===== config.mk =====
export PLATFORM = sky130hd
export DESIGN_NAME = rob_gram_sdp_vt
export DESIGN_NICKNAME = d
export VERILOG_FILES = /design/src/rtl/rob_gram_sdp_vt.sv
export SDC_FILE = /design/constraint.sdc
export NUM_CORES = 1
export LEC_CHECK = 0
export ABC_AREA = 1
export BUFFER_PORTS_ARGS = -buffer_cell sky130_fd_sc_hd__buf_2
export CAP_MARGIN = 40
export CORE_UTILIZATION = 30
export DETAILED_ROUTE_END_ITERATION = 10
export PLACE_DENSITY_LB_ADDON = 0.15
export SLEW_MARGIN = 40
export SYNTH_ARGS = -nofsm -noshare
export SYNTH_HDL_FRONTEND = slang
export SYNTH_SLANG_ARGS = --single-unit

===== constraint.sdc =====
create_clock -name clk -period 2.87 [get_ports clk]
set_input_delay 0.287 -clock clk [delete_from_list [all_inputs] [get_ports clk]]
set_output_delay 0.287 -clock clk [all_outputs]
set_load 0.03 [all_outputs]

===== src/rtl/rob_gram_sdp_vt.sv =====
// rob_gram_sdp_vt: simple-dual-port ROB RAM with per-entry valid bits,
// byte-enable writes, 1/2-cycle read latency and defined same-address collisions.
// Ports:
//   clk, rst_n (async, active low)
//   we/waddr/wbe/din           write port
//   re/raddr                   read port
//   flush                      clears every valid bit
//   dout/rvalid/dout_valid     read response
//   count                      number of valid entries
module rob_gram_sdp_vt #(
    parameter int ADDR_W        = 4,
    parameter int DATA_W        = 32,
    parameter int RD_LAT        = 1,
    parameter int RW_MODE       = 1,
    parameter int CLEAR_ON_READ = 1
) (
    input  logic                clk,
    input  logic                rst_n,
    input  logic                we,
    input  logic [ADDR_W-1:0]   waddr,
    input  logic [DATA_W/8-1:0] wbe,
    input  logic [DATA_W-1:0]   din,
    input  logic                re,
    input  logic [ADDR_W-1:0]   raddr,
    input  logic                flush,
    output logic [DATA_W-1:0]   dout,
    output logic                rvalid,
    output logic                dout_valid,
    output logic [ADDR_W:0]     count
);

    localparam int DEPTH = 1 << ADDR_W;
    localparam int NB    = DATA_W / 8;

    logic [DATA_W-1:0] mem_q [DEPTH];
    logic [DEPTH-1:0]  valid_q, valid_d;
    logic [ADDR_W:0]   count_q, count_d;

    logic              coll;
    logic              wr_set;
    logic              rd_clr;
    logic [DATA_W-1:0] rd_old, rd_new, rd_data;
    logic              rd_vld;

    logic              s1_vld_q;
    logic [DATA_W-1:0] s1_data_q;
    logic              s1_dv_q;

    // Storage is deliberately not reset.
    always_ff @(posedge clk) begin
        if (we) begin
            for (int b = 0; b < NB; b++) begin
                if (wbe[b]) begin
                    mem_q[waddr][8*b +: 8] <= din[8*b +: 8];
                end
            end
        end
    end

    assign coll = we && re && (waddr == raddr);

    // Bypass view of the entry as it will look after this edge's write.
    always_comb begin
        rd_old = mem_q[raddr];
        rd_new = rd_old;
        for (int b = 0; b < NB; b++) begin
            if (wbe[b]) begin
                rd_new[8*b +: 8] = din[8*b +: 8];
            end
        end
    end

    assign rd_data = (coll && RW_MODE == 1) ? rd_new : rd_old;
    assign rd_vld  = (coll && RW_MODE == 1) ? 1'b1 : valid_q[raddr];

    // Ordering on one edge: flush, then read-clear, then write (write wins).
    always_comb begin
        valid_d = valid_q;
        if (flush) begin
            valid_d = '0;
        end else if (re && CLEAR_ON_READ != 0) begin
            valid_d[raddr] = 1'b0;
        end
        if (we) begin
            valid_d[waddr] = 1'b1;
        end
    end

    assign wr_set = we && !valid_q[waddr];
    assign rd_clr = (CLEAR_ON_READ != 0) && re && valid_q[raddr] && !coll;

    always_comb begin
        if (flush) begin
            count_d = {{ADDR_W{1'b0}}, we};
        end else begin
            count_d = count_q
                    + {{ADDR_W{1'b0}}, wr_set}
                    - {{ADDR_W{1'b0}}, rd_clr};
        end
    end

    always_ff @(posedge clk or negedge rst_n) begin
        if (!rst_n) begin
            valid_q <= '0;
            count_q <= '0;
        end else begin
            valid_q <= valid_d;
            count_q <= count_d;
        end
    end

    // First read stage; data fields only load on a request so they hold.
    always_ff @(posedge clk or negedge rst_n) begin
        if (!rst_n) begin
            s1_vld_q  <= 1'b0;
            s1_data_q <= '0;
            s1_dv_q   <= 1'b0;
        end else begin
            s1_vld_q <= re;
            if (re) begin
                s1_data_q <= rd_data;
                s1_dv_q   <= rd_vld;
            end
        end
    end

    if (RD_LAT == 1) begin : g_lat1
        assign rvalid     = s1_vld_q;
        assign dout       = s1_data_q;
        assign dout_valid = s1_dv_q;
    end else if (RD_LAT == 2) begin : g_lat2
        logic              s2_vld_q;
        logic [DATA_W-1:0] s2_data_q;
        logic              s2_dv_q;

        always_ff @(posedge clk or negedge rst_n) begin
            if (!rst_n) begin
                s2_vld_q  <= 1'b0;
                s2_data_q <= '0;
                s2_dv_q   <= 1'b0;
            end else begin
                s2_vld_q <= s1_vld_q;
                if (s1_vld_q) begin
                    s2_data_q <= s1_data_q;
                    s2_dv_q   <= s1_dv_q;
                end
            end
        end

        assign rvalid     = s2_vld_q;
        assign dout       = s2_data_q;
        assign dout_valid = s2_dv_q;
    end else begin : g_bad_lat
        $error("rob_gram_sdp_vt: RD_LAT must be 1 or 2");
    end

    assign count = count_q;

endmodule


==> results of run 1 <==
## metrics by stage
step                      cells  setup slack [ns]
after detailed placement   3740            0.1154
after global placement     3740            0.1140
after global routing       3853           0.03518
after floorplan            2615            0.2579
after CTS                  3853            0.2342
final                      3853            0.2435
## synthesized netlist by cell type (all sizes together) (2+ instances only)
cell type | count | area share
nand2 | 1567 | 0.24
edfxtp | 512 | 0.62
inv | 121 | 0.018
nor2 | 121 | 0.018
buf | 99 | 0.023
dfrtp | 55 | 0.055
nand4 | 35 | 0.0088
clkbuf | 30 | 0.0045
o21ai | 23 | 0.0046
nand3 | 10 | 0.0020
nor3 | 10 | 0.0020
o32ai | 9 | 0.0032
ha | 5 | 0.0025
o311ai | 4 | 0.0014
a21oi | 3 | 0.00060
o31ai | 3 | 0.00090
o22ai | 2 | 0.00050
xor2 | 2 | 0.00070
## logic make-up (layout without fill, tap and decap cells)
kind of cell | count (synthesis) | count (layout) | share of synthesized area
AOI/OAI and AO/OA | 45 | 45 | 0.01143
xor gates and xnor gates | 3 | 3 | 0.001053
adders and majority gates | 6 | 6 | 0.003309
buffers and inverters | 250 | 418 | 0.04547
DFF | 567 | 567 | 0.6712
and+or+nand+nor | 1744 | 1744 | 0.2675
## how the worst min path moves through the flow
stage,endpoint,cells after the start,start,slack [ns]
2_1_floorplan,count[0],0,rst_n,-0.009
3_3_place_gp,dout[28],1,rst_n,0.25
3_5_place_dp,dout[28],1,rst_n,0.26
4_1_cts,count[1],2,flush,0.02
5_1_grt,count[3],2,flush,0.04
6_report,count[1],2,flush,0.06
## worst max-delay path, cell delays in order, from the launching register on
cell and delay, ns:
dfrtp_1 0.36, inv_1 0.11, o21ai_0 0.09, nand2_1 0.06, nand2_1 0.05, nand2_1 0.05, nand2_1 0.06, o21ai_2 0.16
nor2_2 0.08, ha_1 0.28, inv_1 0.07, ha_1 0.16, inv_1 0.06, fa_1 0.40, inv_1 0.10, nand2_1 0.05
nand2_1 0.06, a21oi_1 0.08, xor2_1 0.15, nor2_1 0.06
## registers in the layout (all words and copies together), names as in the netlist
register,flops
dout,32
mem_q,512
count,5
valid_q,16
rvalid,1
dout_valid,1
## report_power, final
group	internal [W]	switching, W	leakage, nW
clock	0.00424	0.00314	0.919
combinational	0.000428	0.00126	6.34
sequential	0.00918	0.0000876	5.33
## timing repair
action	4_1_cts	5_1_grt
hold buffers	1	0
hold endpoints to repair	11	0
gates resized for setup	0	4
endpoints found under the setup margin	0	1
## layer usage
layer	vias to the layer above	track usage	share of wire
met4	8	0.04426	0.022
met1	8265	0.2417	0.47
met3	103	0.03671	0.060
li1	8604	-	-
met2	373	0.2751	0.45
met5	-	0	0.00083
## final cells by class
class,instances,area [µm²]
Fill cell,8338,53510
Sequential cell,567,16750
Multi-Input combinational cell,1798,7077
Clock buffer,92,1743
Tap cell,1070,1339
Timing Repair Buffer,185,1235
Inverter,121,464.2
Clock inverter,20,118.9
==> results.py, run 1 <==
metrics = {
    "setup_path": {
        "reg2reg_to": "count[4]",
        "required_ns": 3.35,
        "cp-end-kind": "flop",
        "crit_type": "flop to flop",
        "setup.worst_path.start": "valid_q[2]",
        "worst_r2r_startpoint": "valid_q[2]",
        "cp_max_fo": 3,
        "r2r_setup_slack_ns": 0.24,
        "reg2regPathDepth": 19,
        "crit_end": "count[4]",
        "arrival_ns": 3.11,
        "cp-start-kind": "flop",
    },
    "floorplan": {
        "fp.dieArea_um2": 84350,
        "core-area_um2": 82240,
        "die_h_um": 290.4,
        "num_io_pins": 88,
        "start_util": 0.3035,
        "dieWidth_um": 290.4,
        "rows": 105,
    },
    "detailed_routing": {
        "drt_iter0_markers": 1136,
        "drt_wl_total_mm": 73.33,
        "viasPerCell": 4.504,
        "wl_per_cell_um": 19.03,
        "final_antenna_net_count": 0,
        "firstDrtPassIters": 5,
        "vias": 17350,
        "drcViolationCount": 0,
    },
    "cts": {
        "insertion_delay_ns": 0.62,
        "cts-root-buf": "clkbuf_16",
        "cts_setup_buffers": 0,
        "clockBufferDepth": 3,
        "cts_tree": "yes",
        "htreeDepth": 2,
        "clkSlewWorstSetupHoldPaths_ns": 0.06,
        "clkSinkCount": 567,
        "cts_made_buffers": 61,
    },
    "sta": {
        "max_freq_ghz": 0.3807,
        "slew_headroom": 0.3885,
        "rsz0062_at_grt": "no",
        "finalCriticalPeriod_ns": 2.627,
        "timing.hold.ws_ns": 0.06083,
        "hold_viol_final": 0,
        "finalCritPeriodShare": 0.9152,
        "setup_viol": 0,
        "worst_pin_slew_ns": 0.9173,
        "clock_skew_ns": 0.01427,
        "slew_viol_final": 0,
        "timing.setup.tns_ns": 0,
    },
    "synthesis": {
        "ys_async_sr_fraction": 0.09700,
        "synth_edf_count": 512,
        "synth_fp_nets": 2670,
        "synth-warning-count": 0,
        "synth-seq-cells": 567,
        "ys_seq_area_frac": 0.6712,
        "synth_flop_cell": "edfxtp_1",
        "synth_cell_types": 30,
        "avgSynthCellArea_um2": 9.544,
        "syn_area_um2": 24960,
        "netlist_instances": 2615,
    },
    "cells_and_area": {
        "fin_util": 0.3493,
        "finalNetCount": 2789,
        "area_growth_pct": 15.11,
        "post-route-cell-area_um2": 28730,
        "layout_commonest_cell": "nand2_1",
        "drive_gt1_frac": 0.1010,
        "antenna_cells": 0,
        "final_cell_mix": "nand2_1, edfxtp_1, nor2_1",
    },
    "global_route": {
        "overflow": 0,
        "grt_pass1_wl_mm": 110.2,
        "grt_max_degree": 151,
        "grt_antenna_before_repair": 4,
        "grt_use_total": 0.1737,
        "grt_pass1_vias": 17160,
    },
    "power": {
        "power_w": 0.01834,
        "irDropWorstVdd_mv": 0.4709,
        "power_leakage_nw": 12.59,
        "power_density_nw_per_um2": 638.5,
    },
    "place": {
        "place_area_um2": 26850,
        "gp_congestion": 0.8170,
        "hpwl_mm": 43.91,
        "portBuffers": 87,
    },
    "min_path": {
        "hold_path.class": "input pin to flop",
    },
    "job": {
        "max-cap-violations": 0,
    },
    "outcome": {
        "status": "finished clean",
    },
}
Note: power is estimated with default switching activity, not from simulation.
==> run 2, diff against run 1 <==
--- a/config.mk
+++ b/config.mk
@@ -8,6 +8,7 @@
 export ABC_AREA = 1
 export BUFFER_PORTS_ARGS = -buffer_cell sky130_fd_sc_hd__buf_2
 export CAP_MARGIN = 40
+export CORE_ASPECT_RATIO = 0.6
 export CORE_UTILIZATION = 30
 export DETAILED_ROUTE_END_ITERATION = 10
 export PLACE_DENSITY_LB_ADDON = 0.15
==> run 2 against run 1 <==
  * Maximum frequency fell by 1.4%
  * Die area is essentially flat
  * Setup slack got worse by 0.037 ns
  * Critical endpoint unchanged
  * Global-route usage is 0.61 points higher
==> results.py, run 2 (synthesis results as in run 1) <==
metrics = {
    "setup_path": {
        "slowest_delay_ns": 0.44,
        "crit_path_frequent_cell": "nand2_1",
        "cp-start-kind": "flop",
        "cpMaxStageDelayCell": "dfrtp_1",
        "cp-end-kind": "flop",
        "arrival_ns": 3.16,
        "crit_type": "flop to flop",
        "worstPathCellList": "nand2_1 -> o21ai_1 -> nand2_1 -> nand2_1 -> nand2_1 -> nand2_1 -> o21ai_2 -> nor2_2 -> ha_1 -> inv_1 -> ha_1 -> inv_1 -> fa_1 -> inv_1 -> nand2_1 -> nand2_1 -> a21oi_1 -> xor2_1 -> nor2_1",
        "required_ns": 3.36,
        "cp_max_fo": 3,
    },
    "cells_and_area": {
        "area_growth_pct": 15.30,
        "drive_gt1_frac": 0.1038,
        "fin_util": 0.3514,
        "largest_reg_flops": 512,
        "top_register": "mem_q",
        "final_cell_mix": "nand2_1, edfxtp_1, nor2_1",
        "num-fill-cells": 8321,
        "finalNetCount": 2794,
        "layout_commonest_cell": "nand2_1",
        "antenna_cells": 0,
    },
    "detailed_routing": {
        "drt_iter0_markers": 1463,
        "final_antenna_net_count": 0,
        "drt_wl_total_mm": 75.30,
        "viasPerCell": 4.560,
        "wl_per_cell_um": 19.49,
        "vias": 17620,
        "drcViolationCount": 0,
        "firstDrtPassIters": 5,
    },
    "min_path": {
        "hold_path.class": "input pin to flop",
    },
    "sta": {
        "slew_headroom": 0.4207,
        "finalCriticalPeriod_ns": 2.663,
        "hold_viol_final": 0,
        "setup_viol": 0,
        "timing.hold.ws_ns": 0.05365,
        "max_freq_ghz": 0.3755,
        "slew_viol_final": 0,
        "clock_skew_ns": 0.01158,
        "finalCritPeriodShare": 0.9279,
        "timing.setup.tns_ns": 0,
        "rsz0062_at_grt": "no",
        "fin_ws_ns": 0.2068,
        "worst_pin_slew_ns": 0.8689,
    },
    "floorplan": {
        "fp.dieArea_um2": 84380,
        "start_util": 0.3048,
        "rows": 81,
        "num_io_pins": 88,
        "dieWidth_um": 374.4,
        "die_h_um": 225.4,
        "core-area_um2": 81890,
    },
    "cts": {
        "cts_tree": "yes",
        "htreeDepth": 2,
        "insertion_delay_ns": 0.63,
        "clkSlewWorstSetupHoldPaths_ns": 0.07,
        "cts_made_buffers": 57,
        "clockBufferDepth": 3,
        "clkSinkCount": 567,
        "cts-root-buf": "clkbuf_16",
    },
    "outcome": {
        "status": "finished clean",
    },
    "global_route": {
        "grt_pass1_wl_mm": 112.5,
        "grt_pass1_vias": 17020,
        "grt_max_degree": 136,
        "grt_antenna_before_repair": 1,
        "overflow": 0,
        "grt_use_total": 0.1798,
    },
    "place": {
        "portBuffers": 87,
        "gp_congestion": 0.8573,
        "hpwl_mm": 46.34,
        "dp_slack_ns": 0.02000,
    },
    "power": {
        "power_leakage_nw": 12.61,
        "irDropWorstVdd_mv": 0.4262,
        "power_w": 0.01845,
        "power_density_nw_per_um2": 641.3,
    },
    "job": {
        "max-cap-violations": 0,
    },
}
[run 2: worst max-delay path, delay by kind of cell (launching register included)]
| kind | cells | cell delay, ns |
|---|---|---|
| fa+ha+maj | 3 | 0.86 |
| simple gates | 9 | 0.57 |
| compound gates | 3 | 0.30 |
| xor+xnor | 1 | 0.12 |
| buf+inv | 3 | 0.23 |
| flops | 1 | 0.44 |
[run 2: layer usage]
metal	wire [µm]	GRT usage
met1	40060	0.2904
met2	29310	0.2455
met3	4518	0.02808
met4	1390	0.04151
met5	17	0
[run 2: cell type report]
cell class | count | area (µm²) | area share
clock buffer | 70 | 1515 | 0.05266
tap | 1079 | 1350 | 0.04692
clock inverter | 34 | 319.1 | 0.01109
inverter | 121 | 464.2 | 0.01613
sequential | 567 | 16750 | 0.5821
multi-input combinational | 1798 | 7077 | 0.2459
timing repair buffer | 194 | 1299 | 0.04513
[run 2: stage by stage]
| stage | cell area, µm² | std cells |
|---|---|---|
| 5_1_grt | 28780 | 3863 |
| 4_1_cts | 28770 | 3863 |
| 6_report | 28780 | 3863 |
| 3_5_place_dp | 26910 | 3757 |
| 3_3_place_gp | 26910 | 3757 |
| 2_1_floorplan | 24960 | 2615 |
[run 2: path summary, 6_finish.rpt]
kind	startpoint	end	slack, ns	depth (start not counted)
max in group asynchronous	rst_n	dout[16]	1.93	3
worst max register to register	valid_q[1]	count[4]	0.21	19
min in group asynchronous	rst_n	dout[0]	0.28	2
worst min-delay path	din[17]	mem_q[4][17]	0.05	1
worst max-delay path	valid_q[1]	count[4]	0.21	19
worst min register to register	dout[28]	dout[28]	0.48	2
[run 2: where the power goes]
part,internal [W],switching (W)
clock network,0.00426,0.00322
logic,0.000431,0.00124
registers,0.00918,0.000119
total,0.0139,0.00458
[run 2: what timing repair did]
action / 4_1_cts / 5_1_grt
setup endpoints to repair: 0 / 1
endpoints found under the hold margin: 32 / 0
setup buffers: 0 / 0
hold buffers: 2 / 0
resized for setup: 0 / 5
==> run 3, diff against run 2 <==
--- a/config.mk
+++ b/config.mk
@@ -9,7 +9,8 @@
 export BUFFER_PORTS_ARGS = -buffer_cell sky130_fd_sc_hd__buf_2
 export CAP_MARGIN = 40
 export CORE_ASPECT_RATIO = 0.6
-export CORE_UTILIZATION = 30
+export CORE_MARGIN = 2
+export CORE_UTILIZATION = 35
 export DETAILED_ROUTE_END_ITERATION = 10
 export PLACE_DENSITY_LB_ADDON = 0.15
 export SLEW_MARGIN = 40
==> run 3 against run 2 <==
  * Utilization grew 5.4 points
  * Largest cell class unchanged
  * Global-route usage grew 1.8 points
  * Critical path type unchanged
  * Sequential power is essentially flat
  * Count of clock-buffer cells in the layout grew 9
==> results.py, run 3 (synthesis results as in run 1) <==
metrics = {
    "floorplan": {
        "num_io_pins": 88,
        "core-area_um2": 70190,
        "start_util": 0.3555,
        "die_h_um": 210.8,
        "rows": 75,
        "dieWidth_um": 348.7,
        "fp.dieArea_um2": 73530,
    },
    "min_path": {
        "hold_path.class": "input pin to flop",
    },
    "power": {
        "irDropWorstVdd_mv": 0.4747,
        "power_leakage_nw": 12.52,
        "power_density_nw_per_um2": 631.0,
    },
    "cells_and_area": {
        "num-fill-cells": 6890,
        "final_cell_mix": "nand2_1, edfxtp_1, nor2_1",
        "layout_commonest_cell": "nand2_1",
        "drive_gt1_frac": 0.09935,
        "largest_reg_flops": 512,
        "top_register": "mem_q",
        "antenna_cells": 0,
        "finalNetCount": 2789,
        "area_growth_pct": 13.92,
    },
    "detailed_routing": {
        "final_antenna_net_count": 0,
        "viasPerCell": 4.761,
        "drt_wl_total_mm": 72.22,
        "wl_per_cell_um": 19.51,
        "drt_iter0_markers": 1503,
        "firstDrtPassIters": 5,
        "vias": 17620,
        "drcViolationCount": 0,
    },
    "sta": {
        "finalCritPeriodShare": 0.9327,
        "slew_viol_final": 0,
        "worst_pin_slew_ns": 0.8066,
        "finalCriticalPeriod_ns": 2.677,
        "setup_viol": 0,
        "clock_skew_ns": 0.01311,
        "rsz0062_at_grt": "no",
        "fin_ws_ns": 0.1931,
        "hold_viol_final": 0,
        "slew_headroom": 0.4622,
        "max_freq_ghz": 0.3736,
        "timing.setup.tns_ns": 0,
    },
    "place": {
        "portBuffers": 87,
        "hpwl_mm": 44.29,
        "dp_slack_ns": -0.03000,
        "gp_congestion": 0.9045,
    },
    "setup_path": {
        "required_ns": 3.35,
        "crit_type": "flop to flop",
        "cp-end-kind": "flop",
        "arrival_ns": 3.16,
        "cp_max_fo": 3,
        "cp-start-kind": "flop",
    },
    "cts": {
        "cts_tree": "yes",
        "insertion_delay_ns": 0.62,
        "clkSinkCount": 567,
        "clkSlewWorstSetupHoldPaths_ns": 0.07,
        "htreeDepth": 2,
        "cts_made_buffers": 56,
        "cts-root-buf": "clkbuf_16",
        "clockBufferDepth": 3,
    },
    "global_route": {
        "overflow": 0,
        "grt_pass1_vias": 16880,
        "grt_use_total": 0.1979,
        "grt_max_degree": 133,
        "grt_antenna_before_repair": 3,
        "grt_pass1_wl_mm": 108.9,
    },
    "job": {
        "max-cap-violations": 0,
    },
    "outcome": {
        "status": "finished clean",
    },
}
## run 3: cell type report
cell class / instances / area [µm²] / share of cell area
flip-flops and latches: 567 / 16750 / 0.5892
multi-input cells: 1798 / 7077 / 0.2489
clock buffers: 79 / 1559 / 0.05483
repair buffers: 190 / 1286 / 0.04524
well taps: 924 / 1156 / 0.04066
inverters: 121 / 464.2 / 0.01633
clock inverters: 23 / 137.6 / 0.004841
## run 3: worst paths after layout
kind,from,endpoint,slack [ns],depth (start not counted)
worst min-delay path,din[5],mem_q[15][5],0.06,1
max in group asynchronous,rst_n,valid_q[8],2.07,2
worst max register to register,valid_q[7],count[4],0.19,17
min in group asynchronous,rst_n,dout[30],0.34,2
worst max-delay path,valid_q[7],count[4],0.19,17
worst min register to register,dout[1],dout[1],0.48,2
## run 3: worst max-delay path, cell delays in order, from the launching register on
cell and delay, ns:
dfrtp_1 0.45, nand3_1 0.11, nand4_1 0.12, nand2_1 0.08, nand2_1 0.06, o21ai_2 0.18
nor2_2 0.08, ha_1 0.30, inv_1 0.07, ha_1 0.16, inv_1 0.06, fa_1 0.38
inv_1 0.09, nand2_1 0.05, nand2_1 0.05, a21oi_1 0.07, xor2_1 0.15, nor2_1 0.06
## run 3: metrics by stage
| step | utilization | total power [W] | hold slack (ns) | cells | area [µm²] |
|---|---|---|---|---|---|
| detailed placement | 0.3805 | 0.01113 | 0.3553 | 3598 | 26710 |
| CTS | 0.4048 | 0.01817 | 0.02488 | 3701 | 28410 |
| finish | 0.4050 | 0.01794 | 0.06446 | 3702 | 28430 |
| floorplan | - | 0.01044 | -0.008591 | 2615 | 24960 |
| global route | 0.4050 | 0.01870 | 0.04671 | 3702 | 28430 |
| global placement | 0.3804 | 0.01112 | 0.4626 | 3598 | 26700 |
## run 3: report_power, final
group | switching, W | leakage, nW | internal (W) | total [W]
clock network | 0.00314 | 0.822 | 0.00385 | 0.00699
registers | 0.000119 | 5.33 | 0.00918 | 0.00930
logic | 0.00122 | 6.37 | 0.000431 | 0.00165
total | 0.00448 | 12.5 | 0.0135 | 0.0179
## run 3: routing by layer
layer / vias up / part of all wire / GRT usage / wire (µm)
li1: 8612 / - / - / -
met3: 78 / 0.062 / 0.03619 / 4508
met4: 4 / 0.016 / 0.04043 / 1138
met2: 470 / 0.39 / 0.2691 / 28240
met1: 8460 / 0.53 / 0.3225 / 38310
met5: - / 0.00035 / 0 / 25
## run 3: timing repair
item / CTS / global route
endpoints found under the hold margin: 55 / 0
hold buffers: 1 / 0
resized for setup: 0 / 3
setup endpoints to repair: 0 / 1
buffers inserted: 0 / 1
